<file path="src/rtl/bsg_fsb_pkg.sv">
// Shared FSB definitions: ring packet width, chipset node ids and small helpers.
package bsg_fsb_pkg;

    localparam int ring_bytes    = 10;
    localparam int channel_width = 8;
    localparam int ring_width    = ring_bytes * channel_width;

    typedef enum logic [1:0] {
        node_htif   = 2'd0,
        node_nasti  = 2'd1,
        node_replay = 2'd2
    } node_id_e;

    // Index width that never collapses to zero bits.
    function automatic int safe_clog2(input int n);
        return (n <= 1) ? 1 : $clog2(n);
    endfunction

endpackage

</file>
<file path="src/rtl/bsg_fsb_rr_picker.sv">
// Combinational round-robin pick: first eligible index after last_grant, wrapping.
module bsg_fsb_rr_picker
    import bsg_fsb_pkg::*;
#(
    parameter int nodes_p     = 3,
    parameter int lg_nodes_lp = safe_clog2(nodes_p)
) (
    input  logic [nodes_p-1:0]     elig,
    input  logic [lg_nodes_lp-1:0] last_grant,
    output logic [nodes_p-1:0]     grant_oh,
    output logic [lg_nodes_lp-1:0] grant_id,
    output logic                   any
);

    always_comb begin
        int idx;
        // NOTE: every output gets a default before the loop so no path leaves it unassigned (no latch).
        grant_oh = '0;
        grant_id = '0;
        any      = 1'b0;
        idx      = 0;
        for (int k = 1; k <= nodes_p; k++) begin
            idx = (int'(last_grant) + k) % nodes_p;
            if (!any && elig[idx]) begin
                any           = 1'b1;
                grant_id      = lg_nodes_lp'(idx);
                grant_oh[idx] = 1'b1;
            end
        end
    end

endmodule

</file>
<file path="src/rtl/bsg_fsb_node_out_arbiter.sv">
// Shares one FSB output channel among chipset nodes with round-robin priority,
// boot gating and a one-entry registered output stage.
module bsg_fsb_node_out_arbiter
    import bsg_fsb_pkg::*;
#(
    parameter int nodes_p      = 3,
    parameter int ring_width_p = ring_width,
    parameter int boot_id_p    = int'(node_replay),
    parameter int lg_nodes_lp  = safe_clog2(nodes_p)
) (
    input  logic                    clk_i,
    input  logic                    async_reset_n_i,
    input  logic                    en_i,
    input  logic                    boot_done_i,
    input  logic [nodes_p-1:0]      mask_i,
    input  logic [nodes_p-1:0]      v_i,
    input  logic [ring_width_p-1:0] data_i [nodes_p],
    output logic [nodes_p-1:0]      yumi_o,
    output logic                    v_o,
    output logic [ring_width_p-1:0] data_o,
    output logic [lg_nodes_lp-1:0]  src_id_o,
    input  logic                    yumi_i
);

    logic [nodes_p-1:0]     elig;
    logic [nodes_p-1:0]     grant_oh;
    logic [lg_nodes_lp-1:0] grant_id;
    logic [lg_nodes_lp-1:0] last_grant_r;
    logic                   any;
    logic                   load;

    // Before boot completes only the trace-replay node may reach the ring.
    always_comb begin
        elig = '0;
        for (int i = 0; i < nodes_p; i++) begin
            elig[i] = v_i[i] & mask_i[i] & (boot_done_i | (i == boot_id_p));
        end
    end

    bsg_fsb_rr_picker #(
        .nodes_p     (nodes_p),
        .lg_nodes_lp (lg_nodes_lp)
    ) picker (
        .elig       (elig),
        .last_grant (last_grant_r),
        .grant_oh   (grant_oh),
        .grant_id   (grant_id),
        .any        (any)
    );

    // Loading while the current packet drains keeps one packet per cycle.
    assign load   = en_i & any & (~v_o | yumi_i);
    assign yumi_o = (load & async_reset_n_i) ? grant_oh : '0;

    // NOTE: state uses non-blocking assignments so every flop samples pre-edge values.
    always_ff @(posedge clk_i or negedge async_reset_n_i) begin
        if (!async_reset_n_i) begin
            v_o          <= 1'b0;
            data_o       <= '0;
            src_id_o     <= '0;
            last_grant_r <= lg_nodes_lp'(nodes_p - 1);
        end else if (load) begin
            v_o          <= 1'b1;
            data_o       <= data_i[grant_id];
            src_id_o     <= grant_id;
            last_grant_r <= grant_id;
        end else if (yumi_i) begin
            v_o <= 1'b0;
        end
    end

endmodule

</file>
<file path="config.mk">
export PLATFORM = sky130hd
export DESIGN_NAME = bsg_fsb_node_out_arbiter
export DESIGN_NICKNAME = d
export VERILOG_FILES = /design/src/rtl/bsg_fsb_pkg.sv /design/src/rtl/bsg_fsb_rr_picker.sv /design/src/rtl/bsg_fsb_node_out_arbiter.sv
export SDC_FILE = /design/constraint.sdc
export NUM_CORES = 1
export LEC_CHECK = 0
export ABC_CLOCK_PERIOD_IN_PS = 7510
export CORE_AREA = 2 2 131 133
export DETAILED_ROUTE_END_ITERATION = 8
export DIE_AREA = 0 0 133 135
export GPL_ROUTABILITY_DRIVEN = 0
export PLACE_DENSITY = 0.75
export SLEW_MARGIN = 40
export SYNTH_ARGS = -nofsm -noshare
export SYNTH_HDL_FRONTEND = slang
export SYNTH_SLANG_ARGS = --single-unit
</file>
<file path="constraint.sdc">
create_clock -name clk_i -period 7.51 [get_ports clk_i]
set_input_delay 1.502 -clock clk_i [delete_from_list [all_inputs] [get_ports clk_i]]
set_output_delay 1.502 -clock clk_i [all_outputs]
set_load 0.005 [all_outputs]
</file>
==> results by group <==
Floorplan
  – I/O pins: ~340
  – Chip height: 135 µm
  – Initial core utilization: 0.3506
  – Core area: 16410 µm²
  – Die area: between 15000 and 20000 µm²
  – Die width: 133 µm
  – Rows: 47

Synth
  – Mapped Area: 5753 µm²
  – Post-Syn Nets: 889
  – Top post-synthesis cells by area: dfrtp_1, mux2_4, a31oi_1, nor4_1, o21ai_0
  – Synth unique cells: 48
  – Share of the synthesized area in the top cell type: 0.3610
  – Dominant synthesized flop cell: dfrtp_1
  – Synth warn: 0
  – Average cell area after synthesis: 9.074 µm²
  – FF+latch count, synth: 84
  – Area leader, netlist: dfrtp_1
  – Sequential share of the synthesized area: 0.3656
  – Asr flop ratio synth: 1.000
  – EDFF count, synth: 0
  – Top post-synthesis cells by count: o21ai_0, dfrtp_1, nand3_1
  – Post-Syn Instances: 634
  – Most numerous cell in the Yosys netlist: o21ai_0

Timing
  – Worst Setup Slack, final: about 1.7 ns
  – Least-Margin Pin Slew: 0.7651 ns
  – Final setup fails: 0
  – Max-slew headroom: 0.4899
  – Final Hold Viols: 0
  – Setup_tns: 0 ns
  – Clock Skew: 0.007534 ns
  – Final worst path period share: 0.7682
  – Min Clock Period, post-route: roughly 5.8 ns
  – Pins Over Slew Limit: 0
  – RSZ-0062 raised after global routing: no
  – Max Clk Rate: approximately 170 MHz

Final layout
  – P&R area growth vs syn: 66.18%
  – Ant diodes: 0
  – Layout cells sized above 1: 0.1060
  – Filler Cell Count: 1424
  – Seq. cell area: about 2100 µm²
  – Footprint of the multi-input gates: 3346 µm²
  – Nets: 1165

Clock tree
  – Clk sinks: 84
  – Post-CTS Resized: 0
  – CTS Root Cell: clkbuf_16
  – CTS Buf Count: 9
  – Setup bufs post-CTS: 0
  – CTS H-tree depth: 3
  – Clock latency on the worst-skew pair: 0.34 ns
  – Max Buffers Root-to-Sink: 2
  – CTS tree: done
  – Clock Pin Slew Worst Setup and Hold Paths: 0.06 ns
  – Hold-fix buffers, CTS: 0

Global routing
  – Global-route usage over all layers: 0.2554
  – Vias in the first global route: 6576
  – GRT overflow: 0
  – Largest net degree at the start of global routing: 82
  – Initial antenna violation count: 0
  – First-pass GRT wire length: 36.35 mm

Placed design
  – Placement Setup Slack: 1.761 ns
  – DP HPWL: about 16 mm
  – # port buffers: about 340

Power
  – Pwr per Cell Area: 328.0 nW/µm²
  – Peak VDD IR: 0.0002452 V
  – Power Total: 3.135 mW
  – Leak: roughly 3.5 nW

Route
  – Vias post-DR: 6613
  – Wirelength per Cell: 20.77 µm
  – Detail Route Antenna Nets: 0
  – Initial DRC count: around 360
  – Vias per cell: 5.826
  – # DRC: 0
  – Routed wire length: 23.57 mm
  – TritonRoute pass-1 iters: 5

Run status
  – Outcome: finished clean

Critical path
  – Arrival time worst endpoint: 4.27 ns
  – Critical Path RT: roughly 6.0 ns
  – Crit Path Category: in2out
  – Critical path endpoint category: output port
  – Critical Path Fanout Max: 30
  – Startpoint types: input port

Flow run
  – Max-Cap Viols: 0

Min path
  – Worst min path class: reg2reg
[power breakdown]
| group | internal, mW | switching [mW] |
|---|---|---|
| logic | 0.949 | 0.855 |
| registers | 0.691 | 0.121 |
| clock network | 0.343 | 0.178 |
| total | 1.98 | 1.15 |
[area by class of cell]
cell class	count	area share
clock inverter	4	0.009946
multi-input combinational	461	0.3500
inverter	5	0.001963
clock buffer	12	0.02683
sequential	84	0.2200
tap	220	0.02879
timing repair buffer	349	0.3625
[stage by stage]
| stage | utilization | std cells | instance area [µm²] | hold slack, ns |
|---|---|---|---|---|
| 2_1_floorplan | - | 634 | 5753 | 0.4889 |
| 4_1_cts | 0.5825 | 1135 | 9557 | 0.4945 |
| 5_1_grt | 0.5827 | 1135 | 9560 | 0.5046 |
| 3_5_place_dp | 0.5610 | 1119 | 9205 | 0.4806 |
| 6_report | 0.5827 | 1135 | 9560 | 0.4882 |
| 3_3_place_gp | 0.5582 | 1116 | 9159 | 0.4724 |
[final timing paths]
check                                         from                     end  slack, ns  cells after the start
min                         data_o[48]$_DFFE_PN0P_  data_o[48]$_DFFE_PN0P_       0.49                      1
min reg2reg                 data_o[48]$_DFFE_PN0P_  data_o[48]$_DFFE_PN0P_       0.49                      1
max                                    boot_done_i               yumi_o[1]       1.74                      7
min in group asynchronous          async_reset_n_i  data_o[64]$_DFFE_PN0P_       1.16                      1
max reg2reg                src_id_o[0]$_DFFE_PN0P_   data_o[7]$_DFFE_PN0P_       3.29                      8
max in group asynchronous          async_reset_n_i  data_o[32]$_DFFE_PN0P_       5.33                      2
[state kept, by name (all words and copies together) (netlist names)]
name and flops:
data_o 80, src_id_o 2, last_grant_r 1, v_o 1
[kinds of logic (layout without fill, tap and decap cells)]
| family | after synthesis | count (layout) | share of synthesized area |
|---|---|---|---|
| AND/OR/NAND/NOR | 186 | 186 | 0.1825 |
| buffers and inverters | 89 | 370 | 0.06785 |
| multiplexers | 80 | 80 | 0.1788 |
| flip-flops | 84 | 84 | 0.3656 |
| AO/OA/AOI/OAI | 191 | 191 | 0.1966 |
| adder cells (fa/ha/maj) | 4 | 4 | 0.008700 |
[routing by layer]
metal / vias up / routed length (µm) / global-route usage
li1: 3033 / - / -
met1: 3179 / 9223 / 0.3095
met2: 361 / 11670 / 0.4427
met3: 40 / 2128 / 0.06794
met4: 0 / 547 / 0.08244
met5: - / 0 / 0
[cells in the final DEF, fill, tap and decap left out, drive strengths merged, types with 2 or more instances in the layout]
cell	count
a211oi	3
a21oi	2
a221o	2
a31oi	80
a32oi	2
buf	14
bufinv	3
clkbuf	12
clkdlybuf4s50	335
clkinv	2
dfrtp	83
ha	4
inv	4
mux2	80
nand2	5
nand3	84
nor2	2
nor3	3
nor4	80
o21ai	89
o31ai	3
or3	3
[worst max-delay path: stages]
cell and delay, ns:
clkdlybuf4s50_1 0.55, and3_1 0.40, o21ai_1 0.12, a221o_1 0.42, or2_4 0.44, a211oi_1 0.28, clkdlybuf4s50_1 0.55
Power figures use the tool's default switching activity.
